[src/rtl/runtime_pkg.sv]
// Shared types and defaults for the two-context runtime scheduler.
package runtime_pkg;

  localparam int unsigned SLEEP_W_DEFAULT = 16;
  localparam int unsigned PC_W            = 32;
  localparam logic [PC_W-1:0] RESET_VEC_DEFAULT = 32'h0000_0000;

  typedef enum logic [1:0] {
    CTX_IDLE  = 2'b00,
    CTX_RUN   = 2'b01,
    CTX_SLEEP = 2'b10,
    CTX_HALT  = 2'b11
  } ctx_state_t;

  // Accepted system event, already resolved to the context it applies to
  typedef struct packed {
    logic exit_ev;
    logic sleep_ev;
    logic start_ev;
  } ctx_cmd_t;

  // A context may be started by BCPU/BCPUJ only when it is not live
  function automatic logic ctx_free(input ctx_state_t s);
    return (s == CTX_IDLE) || (s == CTX_HALT);
  endfunction

  function automatic logic ctx_live(input ctx_state_t s);
    return (s == CTX_RUN) || (s == CTX_SLEEP);
  endfunction

endpackage

[src/rtl/runtime_context.sv]
// One hardware context: IDLE/RUN/SLEEP/HALT state plus its sleep countdown.
module runtime_context
  import runtime_pkg::*;
#(
  parameter int unsigned SLEEP_W     = SLEEP_W_DEFAULT,
  parameter ctx_state_t  RESET_STATE = CTX_IDLE
) (
  input  logic               clk,
  input  logic               reset,
  input  ctx_cmd_t           cmd,
  input  logic [SLEEP_W-1:0] sleep_cycles,
  output ctx_state_t         state,
  output ctx_state_t         state_next_c,
  output logic               wake_c
);

  logic [SLEEP_W-1:0] count;
  logic [SLEEP_W-1:0] count_next;

  // Next state; the sleep counter runs every edge independent of stall
  always_comb begin
    state_next_c = state;
    count_next   = count;
    wake_c       = 1'b0;
    unique case (state)
      CTX_RUN: begin
        if (cmd.exit_ev) begin
          state_next_c = CTX_HALT;
        end else if (cmd.sleep_ev) begin
          state_next_c = CTX_SLEEP;
          count_next   = (sleep_cycles == '0) ? SLEEP_W'(1) : sleep_cycles;
        end
      end
      CTX_SLEEP: begin
        count_next = count - SLEEP_W'(1);
        if ((count == SLEEP_W'(1)) || (count == '0)) begin
          state_next_c = CTX_RUN;
          wake_c       = 1'b1;
          count_next   = '0;
        end
      end
      CTX_IDLE, CTX_HALT: begin
        if (cmd.start_ev) begin
          state_next_c = CTX_RUN;
        end
      end
      default: begin
        state_next_c = state;
      end
    endcase
  end

  always_ff @(posedge clk or posedge reset) begin
    if (reset) begin
      state <= RESET_STATE;
      count <= '0;
    end else begin
      state <= state_next_c;
      count <= count_next;
    end
  end

endmodule

[src/rtl/runtime_scheduler.sv]
// Two-context runtime scheduler: system-event decode, round-robin issue
// selection and the PC load pulse for a newly started context.
module runtime_scheduler
  import runtime_pkg::*;
#(
  parameter int unsigned      SLEEP_W   = SLEEP_W_DEFAULT,
  parameter logic [PC_W-1:0]  RESET_VEC = RESET_VEC_DEFAULT
) (
  input  logic               clk,
  input  logic               reset,
  input  logic               stall,
  input  logic               sys_valid,
  input  logic               sys_sleep,
  input  logic               sys_exit,
  input  logic               sys_bcpu,
  input  logic               sys_bcpuj,
  input  logic [SLEEP_W-1:0] sleep_cycles,
  input  logic [PC_W-1:0]    start_pc,
  output logic               runtime,
  output logic               issue_valid,
  output logic               pc_load,
  output logic               pc_load_ctx,
  output logic [PC_W-1:0]    pc_load_value,
  output logic [3:0]         ctx_state,
  output logic               all_halted
);

  ctx_state_t state        [2];
  ctx_state_t state_next_c [2];
  logic       wake_c       [2];
  ctx_cmd_t   cmd          [2];

  logic other;
  logic accept_c;
  logic exit_c;
  logic sleep_c;
  logic jump_c;
  logic boot_c;
  logic start_c;
  logic other_eligible_c;
  logic runtime_sel_c;
  logic issue_sel_c;

  assign other = ~runtime;

  // Priority decode EXIT > SLEEP > BCPUJ > BCPU, routed to the target context
  always_comb begin
    accept_c = sys_valid & issue_valid & ~stall;
    exit_c   = accept_c & sys_exit;
    sleep_c  = accept_c & ~sys_exit & sys_sleep;
    jump_c   = accept_c & ~sys_exit & ~sys_sleep & sys_bcpuj;
    boot_c   = accept_c & ~sys_exit & ~sys_sleep & ~sys_bcpuj & sys_bcpu;
    start_c  = (jump_c | boot_c) & ctx_free(state[other]);
    for (int i = 0; i < 2; i++) begin
      cmd[i].exit_ev  = exit_c  & (runtime == 1'(i));
      cmd[i].sleep_ev = sleep_c & (runtime == 1'(i));
      cmd[i].start_ev = start_c & (other   == 1'(i));
    end
  end

  runtime_context #(
    .SLEEP_W     (SLEEP_W),
    .RESET_STATE (CTX_RUN)
  ) u_ctx0 (
    .clk          (clk),
    .reset        (reset),
    .cmd          (cmd[0]),
    .sleep_cycles (sleep_cycles),
    .state        (state[0]),
    .state_next_c (state_next_c[0]),
    .wake_c       (wake_c[0])
  );

  runtime_context #(
    .SLEEP_W     (SLEEP_W),
    .RESET_STATE (CTX_IDLE)
  ) u_ctx1 (
    .clk          (clk),
    .reset        (reset),
    .cmd          (cmd[1]),
    .sleep_cycles (sleep_cycles),
    .state        (state[1]),
    .state_next_c (state_next_c[1]),
    .wake_c       (wake_c[1])
  );

  // A context waking from sleep on this edge waits for the following selection
  always_comb begin
    other_eligible_c = (state_next_c[other] == CTX_RUN) && !wake_c[other];
    runtime_sel_c    = other_eligible_c ? other : runtime;
    issue_sel_c      = (state_next_c[runtime_sel_c] == CTX_RUN);
  end

  always_ff @(posedge clk or posedge reset) begin
    if (reset) begin
      runtime     <= 1'b0;
      issue_valid <= 1'b1;
    end else if (!stall) begin
      runtime     <= runtime_sel_c;
      issue_valid <= issue_sel_c;
    end
  end

  // One-cycle PC load for the context just started; value is zero otherwise
  always_ff @(posedge clk or posedge reset) begin
    if (reset) begin
      pc_load       <= 1'b0;
      pc_load_ctx   <= 1'b0;
      pc_load_value <= '0;
    end else if (start_c) begin
      pc_load       <= 1'b1;
      pc_load_ctx   <= other;
      pc_load_value <= jump_c ? start_pc : RESET_VEC;
    end else begin
      pc_load       <= 1'b0;
      pc_load_ctx   <= 1'b0;
      pc_load_value <= '0;
    end
  end

  assign ctx_state  = {state[1], state[0]};
  assign all_halted = !ctx_live(state[0]) && !ctx_live(state[1]);

endmodule

[config.mk]
export PLATFORM = sky130hd
export DESIGN_NAME = runtime_scheduler
export DESIGN_NICKNAME = d
export VERILOG_FILES = /design/src/rtl/runtime_pkg.sv /design/src/rtl/runtime_context.sv /design/src/rtl/runtime_scheduler.sv
export SDC_FILE = /design/constraint.sdc
export NUM_CORES = 1
export LEC_CHECK = 0
export ABC_AREA = 0
export ABC_CLOCK_PERIOD_IN_PS = 3290
export CAP_MARGIN = 30
export CORE_ASPECT_RATIO = 0.75
export CORE_MARGIN = 2
export CORE_UTILIZATION = 45
export DETAILED_ROUTE_END_ITERATION = 7
export GPL_ROUTABILITY_DRIVEN = 0
export MAX_ROUTING_LAYER = met4
export PLACE_DENSITY_LB_ADDON = 0.2
export SLEW_MARGIN = 25
export SYNTH_ARGS = -nofsm -noshare
export SYNTH_HDL_FRONTEND = slang
export SYNTH_SLANG_ARGS = --single-unit
[constraint.sdc]
create_clock -name clk -period 3.29 [get_ports clk]
set_clock_uncertainty 0.05 [all_clocks]
set_input_delay 0.8225 -clock clk [delete_from_list [all_inputs] [get_ports clk]]
set_output_delay 0.8225 -clock clk [all_outputs]
set_load 0.02 [all_outputs]
After elaboration in Yosys (flattened, before gate mapping) --
Cells that the tools add are included.
Word-level totals: bits of input ports 56, output and inout bits 41, word-level logic and storage cells 114, bits in registers 72
Cells by class: order comparisons 2, $add $sub $neg 2, reduce and logical (&&, ||, !) cells 22, bitwise logic cells 24, eq/ne operators 15, muxes and demuxes 40
Operators by type and width (number):
- $mux 16 | 7
- $mux 32 | 2
- $pmux 16 s2 | 2
- $logic_not 16->1 | 3
- $mux 2 | 17
- $eq 16x1->1 const B | 2
- $sub 16x1->16 const B | 2
- $and 1x1->1 | 16
- $pmux 2 s3 | 2
- $eq 2x2->1 const B | 5
- $mux 1 | 10
- $eq 2x1->1 const B | 4
- $ne 2x2->1 const B | 4
- $logic_not 2->1 | 3
- $reduce_and 3->1 | 2
- $logic_or 1x1->1 | 5
- $not 1->1 | 5
- $ge 2x2->1 const B | 2
- $not 1->2 | 2
- $reduce_bool 2->1 | 2
- $reduce_or 2->1 | 2
- $logic_not 1->1 | 3
- $logic_and 1x1->1 | 2
- $or 1x1->1 | 1

Depth between registers and ports, before layout --
depth after elaboration 22, mapped depth 10, gate-level depth less buffers 8

Hierarchy --
A second synthesis with hierarchy kept.
Second synthesis, totals: cell total of the unflattened synthesis 459, area, all modules 4157.7 um^2
By module, submodules not included:
- runtime_scheduler | area each 1441.4 um^2, cells an instance 143, times used 1
- runtime_context (u_ctx0) | area each 1420.1 um^2, cells an instance 158, times used 1
- runtime_context (u_ctx1) | area each 1296.2 um^2, cells an instance 158, times used 1

Least setup slack after synthesis --
Ideal clock, no wire load.
kind input port to flip-flop, from input port sys_exit, to register issue_valid, setup time 94 ps, stages 6, arrival time 2335 ps, slack 811 ps, cells stage by stage or2_4 > or3_4 > or3_1 > a41oi_2 > nand2b_1 > a311oi_1
RTL lines:
- start: declaration | RTL line runtime_scheduler.sv:14 | input logic sys_exit,
- end signal: assignment | RTL line runtime_scheduler.sv:100 | issue_valid <= issue_sel_c;
- end: declaration | RTL line runtime_scheduler.sv:20 | output logic issue_valid,

Worst setup path in the final report --
from register u_ctx0.state[0], to output port all_halted
Between the ends: word-level cells in the longest chain between the ends 4, elaborated cells between the ends (all ways) 5
RTL lines:
- start: declaration | RTL line runtime_context.sv:12 | output ctx_state_t state,
- start signal: assignment | RTL line runtime_context.sv:58 | state <= state_next_c;
- $eq 2x1->1 or $eq 2x2->1 (tied branches) | RTL line runtime_pkg.sv:28 | return (s == CTX_RUN) || (s == CTX_SLEEP);
- $logic_or 1x1->1 (*) | RTL line runtime_pkg.sv:28
- $logic_not 1->1 (*) | RTL line runtime_scheduler.sv:122 | assign all_halted = !ctx_live(state[0]) && !ctx_live(state[1]);
- $logic_and 1x1->1 (*) | RTL line runtime_scheduler.sv:122
- end: declaration | RTL line runtime_scheduler.sv:25 | output logic all_halted
Mark *: on every way between the ends. The rest lies on a longest branch, timed or not.

==> impl_metrics.ini <==
[die]
fp.coreArea_mm2 = 0.00795
die_w_um = 109
io_pins = 97
rows = 28
die-area_mm2 = 0.00898
chipHeight_um = 82.6
start_util_pct = 46.6

[synthesis]
yosysMostFrequentCell = dfrtp_1
synth_nets = 453
synthArstFlopShare_pct = 100
synth-edff-count = 0
yosys_most_used_dff = dfrtp_1
synth_common_cells = 70 x dfrtp_1, 43 x o21ai_0, 34 x inv_1
synth_area_leader_cell = dfrtp_1
synth.cell_area_mm2 = 0.00371
synth-seq-cells = 72
yosysWarnings = 0
ys_types = 53
synth.top_cells.by_area = dfrtp_1 47%, o21ai_0 5.8%, and3_1 5.6%, a22o_1 4.7%, inv_1 3.4%
avgSynthCellArea_um2 = 9.58
yosysSeqAreaShare_pct = 48.7
yosys.area.top_type_share_pct = 47.3
synth_cells = 387

[grt]
grt_max_degree = 34
grt_pass1_vias = 3237
grt_usage_pct = 24.6
grt_pass1_wl_um = 16300
grt_antenna_before_repair = 0
overflow = 0

[final_layout]
fin_util_pct = 63.2
antenna_cells = 0
nets = 549
area_growth_pct = 35.6
stdcell_count = 593
drive_above_1_share_pct = 8.81

[placement]
dp.cells = 577
place_hpwl_um = 7200
portBuffers = 96

[hold_path]
holdPathEnd = u_ctx0.count[11]
hold_class = register to register
hold_path_depth = 2
min_from = u_ctx0.count[11]

[sta]
relSlewSlack_pct = 53.6
min_period_over_period_pct = 90.2
worst_pin_slew_ps = 691
setup_viol = 0
worst_hold_slack_ps = 448
hold_viol = 0
slew_viol_final = 0
rsz0062_at_grt = no
timing.fmax_mhz = 337
fin_tns_setup_ps = 0
fin_crit_ps = 2970

[pwr]
power_density_mw_per_mm2 = 702
ir_drop_mv = 0.536
cellLeakagePower_nw = 2.29

[route]
wl_met3_um = 692
routed.top_layer = met4
wire_per_inst_um = 17.1
viasPerCell = 5.82
met2WireLength_um = 4540
wl_um = 10200
drtIter0Drc = 227
ant_nets = 0
num_vias = 3453
first_pass_iters = 5
drc = 0
m1WireLength_um = 4640

[setup_path]
cp.required_ps = 2420
path_buf_inv = 2
start_kind = register
cp.arrival_ps = 2090
endpoint_kind = output port
r2r-end = u_ctx0.count[13]
rr_worst_depth = 8
crit_chain = inv_1, ha_1, and2_1, clkdlybuf4s50_1
crit_family = buffers and inverters
cp_slowest_cell = dfstp_2
criticalPathCategory = register to output port
crit_path_max_incr_delay_ps = 610
r2r_slack_ps = 800
crit_fanout = 6
reg2reg_from = u_ctx0.state[0]

[clock_network]
hold_buffers = 0
cts_num_sinks = 72
clk_latency_ps = 340
cts_tree = built
clk_pin_slew_ps = 80
ctsResizeCount = 0
clockBufferDepth = 2
root_buffer = clkbuf_8
htree_levels = 3
postCtsSetupBuffers = 0
cts-buffers-inserted = 9

[run]
cap_violations = 0

[outcome]
status = completed
==> per-layer routing <==
metal | up-vias | global-route usage, %
li1 | 1609 | -
met1 | 1658 | 32.8
met2 | 155 | 36.7
met3 | 31 | 5.73
met4 | 0 | 9.49
met5 | - | -
==> worst reg2reg max path: stages (launching register included) <==
cell	delay (ps)
dfstp_2	610
inv_1	60
ha_1	320
inv_1	440
a21o_1	180
buf_4	250
nor2_1	130
a22oi_1	220
o21ai_0	110
==> final cells by class <==
| type | count | area [um2] |
|---|---|---|
| inverters | 34 | 128 |
| multi-input cells | 261 | 1700 |
| clock buffers | 9 | 124 |
| well taps | 105 | 131 |
| flip-flops and latches | 72 | 1800 |
| clock inverters | 7 | 96.3 |
| fillers | 635 | 2930 |
| repair buffers | 105 | 1040 |
==> cell families (layout without fill, tap and decap cells) <==
kind of cell,count (synthesis),count (layout),synth area share [%]
XOR/XNOR,2,2,0.473
flip-flops,72,72,48.7
buffers and inverters,54,155,5.57
AO/OA/AOI/OAI,123,123,22.6
AND/OR/NAND/NOR,126,126,19.3
adder cells (fa/ha/maj),10,10,3.38
==> worst max-delay path by stage <==
stage | startpoint | slack (ps) | to | depth (start not counted)
finish | u_ctx0.state[0] | 320 | all_halted | 4
global route | u_ctx0.state[0] | 250 | all_halted | 4
CTS | u_ctx0.state[0] | 310 | all_halted | 4
detailed placement | sys_exit | 160 | issue_valid | 7
global placement | sys_exit | 250 | issue_valid | 7
floorplan | reset | 600 | pc_load | 1
==> cells in the final DEF (no fill, tap or decap), types with 7 or more instances in the layout <==
cell type | synthesis | routed
a21oi_1 | 14 | 13
a22o_1 | 20 | 20
and3_1 | 33 | 33
buf_4 | 0 | 8
clkbuf_8 | 0 | 9
clkdlybuf4s50_1 | 0 | 96
dfrtp_1 | 70 | 70
ha_1 | 10 | 10
inv_1 | 34 | 33
nand2_1 | 19 | 19
nor2_1 | 25 | 25
nor3_1 | 11 | 11
nor4_1 | 10 | 10
o21ai_0 | 43 | 42
o22ai_1 | 9 | 9
o32ai_1 | 7 | 7
==> state kept, by name (all words and copies together), names as in the netlist <==
signal / cells
pc_load_value: 32
issue_valid: 1
pc_load: 1
u_ctx0.state: 2
runtime: 1
u_ctx0.count: 16
u_ctx1.count: 16
u_ctx1.state: 2
pc_load_ctx: 1
==> per-stage QoR <==
| stage | cell area [um2] | setup slack (ps) | power, mW |
|---|---|---|---|
| after global placement | 4800 | 247 | 2.67 |
| after CTS | 5020 | 310 | 3.51 |
| after floorplan | 3710 | 596 | 2.25 |
| final | 5020 | 323 | 3.53 |
| after global routing | 5020 | 249 | 3.74 |
| after detailed placement | 4800 | 162 | 2.71 |
==> power by group <==
part           total (mW)  switching (mW)  internal (mW)
clock network       0.779           0.351          0.428
registers            1.39           0.277           1.11
logic                1.36           0.761          0.597
total                3.53            1.39           2.14
(Power assumes the default switching activity.)
